[config.mk]
export PLATFORM = sky130hd
export DESIGN_NAME = cacheline_adaptor
export DESIGN_NICKNAME = d
export VERILOG_FILES = /design/src/rtl/cacheline_adaptor.sv
export SDC_FILE = /design/constraint.sdc
export NUM_CORES = 1
export LEC_CHECK = 0
export CORE_AREA = 4 4 291 293
export DETAILED_ROUTE_END_ITERATION = 8
export DIE_AREA = 0 0 295 297
export DONT_BUFFER_PORTS = 1
export PLACE_DENSITY_LB_ADDON = 0.2
export SYNTH_ARGS = -nofsm -noshare
export SYNTH_HDL_FRONTEND = slang
export SYNTH_SLANG_ARGS = --single-unit
[constraint.sdc]
create_clock -name clk -period 3.8 [get_ports clk]
set_clock_uncertainty 0.15 [all_clocks]
set_input_delay 0.76 -clock clk [delete_from_list [all_inputs] [get_ports clk]]
set_output_delay 0.76 -clock clk [all_outputs]
set_load 0.05 [all_outputs]
[src/rtl/cacheline_adaptor.sv]
// cacheline_adaptor: bridges full cache lines with byte masks and fixed multi-beat memory bursts.
// Latency: request -> resp_o is 1 + NUM_BEATS + 1 cycles minimum; memory may insert gaps between beats.
// Backpressure: resp_i paces each beat; new requests are sampled only in IDLE.
// Build option CACHELINE_ADAPTOR_BEAT_WRITE_EN: each fill beat is written through to the data array as it arrives.
module cacheline_adaptor #(
  parameter int s_offset = 5,
  parameter int s_beat   = 64,
  localparam int LINE       = 8 * (2 ** s_offset),
  localparam int NUM_BEATS  = LINE / s_beat,
  localparam int CNT_W      = $clog2(NUM_BEATS),
  localparam int MASK_W     = LINE / 8,
  localparam int BEAT_BYTES = s_beat / 8
) (
  input  logic              clk,
  input  logic              rst,
  input  logic              read_i,
  input  logic              write_i,
  input  logic [31:0]       address_i,
  input  logic [LINE-1:0]   line_i,
  output logic [LINE-1:0]   line_o,
  output logic [MASK_W-1:0] mask_o,
  output logic              resp_o,
  output logic [31:0]       address_o,
  output logic              read_o,
  output logic              write_o,
  output logic [s_beat-1:0] burst_o,
  input  logic [s_beat-1:0] burst_i,
  input  logic              resp_i
);

  typedef enum logic [1:0] {
    S_IDLE = 2'd0,
    S_FILL = 2'd1,
    S_WB   = 2'd2,
    S_DONE = 2'd3
  } state_t;

  state_t            r_state;
  state_t            w_next;
  logic [CNT_W-1:0]  r_cnt;
  logic [LINE-1:0]   r_line;
  logic [31:0]       r_addr;
  logic              r_wb;
  logic              w_last_beat;
  logic              w_read;
  logic              w_write;
  logic              w_resp;
  logic [MASK_W-1:0] w_mask;
  logic [LINE-1:0]   w_line;
  logic              w_unused;

  // Offset bits are dropped: memory always sees a line-aligned address.
  assign w_last_beat = resp_i && (r_cnt == CNT_W'(NUM_BEATS - 1));

  // State register.
  always_ff @(posedge clk) begin
    if (rst) r_state <= S_IDLE;
    else     r_state <= w_next;
  end

  // Next state and state-decoded memory/cache handshakes; writeback has priority over fill.
  always_comb begin
    w_next  = r_state;
    w_read  = 1'b0;
    w_write = 1'b0;
    w_resp  = 1'b0;
    case (r_state)
      S_IDLE: begin
        if (write_i)     w_next = S_WB;
        else if (read_i) w_next = S_FILL;
      end
      S_FILL: begin
        w_read = 1'b1;
        if (w_last_beat) w_next = S_DONE;
      end
      S_WB: begin
        w_write = 1'b1;
        if (w_last_beat) w_next = S_DONE;
      end
      S_DONE: begin
        w_resp = 1'b1;
        w_next = S_IDLE;
      end
      default: w_next = S_IDLE;
    endcase
  end

  // Beat counter, line assembly and request latching; reset discards any partial fill.
  always_ff @(posedge clk) begin
    if (rst) begin
      r_cnt  <= '0;
      r_line <= '0;
      r_addr <= '0;
      r_wb   <= 1'b0;
    end else begin
      case (r_state)
        S_IDLE: begin
          r_cnt <= '0;
          if (write_i || read_i) begin
            r_addr <= {address_i[31:s_offset], {s_offset{1'b0}}};
            r_wb   <= write_i;
          end
        end
        S_FILL: begin
          if (resp_i) begin
            r_line[r_cnt*s_beat +: s_beat] <= burst_i;
            r_cnt                          <= r_cnt + 1'b1;
          end
        end
        S_WB: begin
          if (resp_i) r_cnt <= r_cnt + 1'b1;
        end
        default: r_cnt <= '0;
      endcase
    end
  end

`ifdef CACHELINE_ADAPTOR_BEAT_WRITE_EN
  // Write-through fill: the arriving beat bypasses into its slot with only that slot's bytes enabled.
  always_comb begin
    w_mask = '0;
    w_line = r_line;
    if (r_state == S_FILL && resp_i) begin
      w_mask[r_cnt*BEAT_BYTES +: BEAT_BYTES] = '1;
      w_line[r_cnt*s_beat +: s_beat]         = burst_i;
    end
  end
  assign w_unused = ^{address_i[s_offset-1:0], r_wb};
`else
  // Whole-line fill: the assembled line is written in one shot when the fill completes.
  always_comb begin
    w_mask = '0;
    w_line = r_line;
    if (r_state == S_DONE && !r_wb) w_mask = '1;
  end
  assign w_unused = ^address_i[s_offset-1:0];
`endif

  assign read_o    = w_read;
  assign write_o   = w_write;
  assign resp_o    = w_resp;
  assign address_o = r_addr;
  assign line_o    = w_line;
  assign mask_o    = w_mask;
  assign burst_o   = (r_state == S_WB) ? line_i[r_cnt*s_beat +: s_beat] : '0;

endmodule
==> flow_summary.yaml <==
worst_setup_path:
  r2r_end: "line_o[234]"
  r2r-start: "r_cnt[0]"
  criticalPathCategory: "reg -> out"
  r2r_slack_ns: 0.95
  cp-end-kind: "primary output"
  critPathLaunch: "r_state[0]"
  crit_arrival_ns: 2.70
  critPathMaxFanout: 23
  r2r_cells: 6
  startpoint_type: "flip-flop"
  crit_required_ns: 2.89
timing:
  period_share: 0.9498
  hold_violations: 0
  fmax_mhz: 277.1
  setup_viol: 0
  drv_slew: 0
  finalCriticalPeriod_ns: 3.609
  tns_ns: 0
  maxSlewHeadroom: 0.3091
  fin_hold_ws_ns: 0.1398
  rsz0062_at_grt: "no"
  worst_pin_slew_ns: 1.036
die:
  core_area_sq_um: 81850
  die_x_um: 295
  num_rows: 105
  ios: 744
  die_h_um: 297
  die_area_sq_um: 87620
  floorplan.initialDensity: 0.1514
placement:
  dp.cells: 2163
  gp_congestion: 0.8527
  place_area_sq_um: 13250
  hpwl_um: 47840
  port_buffers: 0
final_layout:
  layout_common_cells: "dfxtp_1, nand2_1, a21oi_1, nand3_1, a32o_1"
  nets: 1499
  final_cell_area_sq_um: 14530
  fillerInstances: 8991
  syn2layout_area_growth_pct: 17.31
  final_layout_size_suffix_gt1_frac: 0.1406
  fin_cells: 2250
  final_common_cell: "dfxtp_1"
global_route:
  overflow: 0
  grt_pass1_wl_um: 82790
  grt_antenna_before_repair: 39
  grt_max_degree: 152
  grt_pass1_vias: 9355
  track_usage: 0.1332
outcome:
  status: "finished clean"
pwr:
  ir_worst_vdd_v: 0.0002380
  cellPowerDensity_nw_per_um2: 646.1
  p_leak_nw: 4.472
clock_tree:
  clock-sinks: 288
  clk_latency_ns: 0.55
  clock_path_buffers: 3
  cts_tree: "done"
  clk_pin_slew_worst_paths_ns: 0.06
  ctsResizeCount: 0
  cts_inserted_buffers: 37
  cts_root_buffer: "clkbuf_16"
  cts-htree-levels: 2
  hold_buffers: 0
  postCtsSetupBuffers: 0
drt:
  drt_iter0_drc: 488
  wirelength_um: 62980
  drc: 0
  wire_per_inst_um: 27.99
  drt_pass1_iterations: 5
  routed_via_density: 4.310
  antenna_left: 0
  vias: 9698
run:
  maxCapViolCount: 0
yosys:
  synth-edff-count: 0
  yosysUniqueCellTypes: 40
  yosysWarnings: 0
  synth_seq_area_share: 0.4654
  ys_ff_latch: 288
  syn_inst: 1219
  ys.flop_type: "dfxtp_1"
  avgSynthCellArea_sq_um: 10.16
  synthArstFlopShare: 0
  netlist_area_sq_um: 12390
hold_path:
  hold-path-endpoint: "address_o[27]"
  min_path_type: "in -> reg"
  holdPathStages: 1
  min_from: "rst"
[metrics by stage]
step                        util  setup slack [ns]  power, mW
after floorplan                -            0.5598      5.666
after global placement    0.1619            0.7730      5.930
after detailed placement  0.1619            0.7438      5.949
after CTS                 0.1769            0.1278      9.551
after global routing      0.1773           0.05460      9.783
final                     0.1776            0.1907      9.390
[critical path, cell delays in order, from the launching register on]
cell and delay [ns]:
dfxtp_1 0.39, ha_1 0.21, nor2b_4 0.17, buf_12 0.86, buf_12 0.42
[synthesized netlist by cell type, types with 2 or more instances]
library cell	n	area [sq um]
dfxtp_1	288	5766
nand2_1	187	701.9
a21oi_1	93	465.5
nand3_1	78	390.4
a32o_1	76	760.7
clkbuf_1	71	266.5
and2_1	64	400.4
mux4_2	64	1441
inv_1	56	210.2
a22o_1	52	455.4
o32ai_1	52	455.4
buf_4	40	300.3
buf_2	19	95.09
buf_6	19	214.0
o21ai_0	14	70.07
ha_1	10	125.1
buf_1	7	26.28
nand2b_1	3	18.77
nor2_1	3	11.26
and3_1	2	12.51
nand4b_1	2	17.52
[power by group]
part | internal (mW) | leakage [nW] | switching [mW]
logic | 0.569 | 1.55 | 1.47
clock network | 2.12 | 0.594 | 1.42
registers | 3.17 | 2.33 | 0.636
total | 5.86 | 4.47 | 3.53
[kinds of logic after synthesis]
group	after synthesis	synth area share
compound gates	293	0.1818
xor+xnor	1	0.0007071
fa+ha+maj	10	0.01010
buf+inv	213	0.09009
flops	288	0.4654
mux	65	0.1172
other cells	1	0.0003027
simple gates	348	0.1344
[registers in the layout, indices dropped and copies added, names as in the netlist]
| signal | flops |
|---|---|
| address_o | 27 |
| r_state | 2 |
| r_wb | 1 |
| r_cnt | 2 |
| line_o | 256 |
[routing by layer]
metal	routed length [um]	track usage
met5	0	0
met4	2482	0.04383
met3	6349	0.04532
met2	34240	0.2636
met1	19910	0.1262
[how the worst max path moves through the flow]
stage                            end  depth (start not counted)
final                      mask_o[6]                          4
after floorplan           mask_o[10]                          3
after global routing       mask_o[4]                          4
after CTS                  mask_o[6]                          4
after detailed placement   mask_o[6]                          4
after global placement     mask_o[6]                          4
[final cells by class]
class	instances	area [sq um]	share of cell area
repair buffers	26	340.3	0.02342
well taps	1070	1339	0.09212
multi-input cells	722	5585	0.3843
diodes	21	52.55	0.003616
clock inverters	12	156.4	0.01076
inverters	57	215.2	0.01481
clock buffers	54	1071	0.07370
flip-flops and latches	288	5773	0.3972
Note: power is estimated with default switching activity, not from simulation.
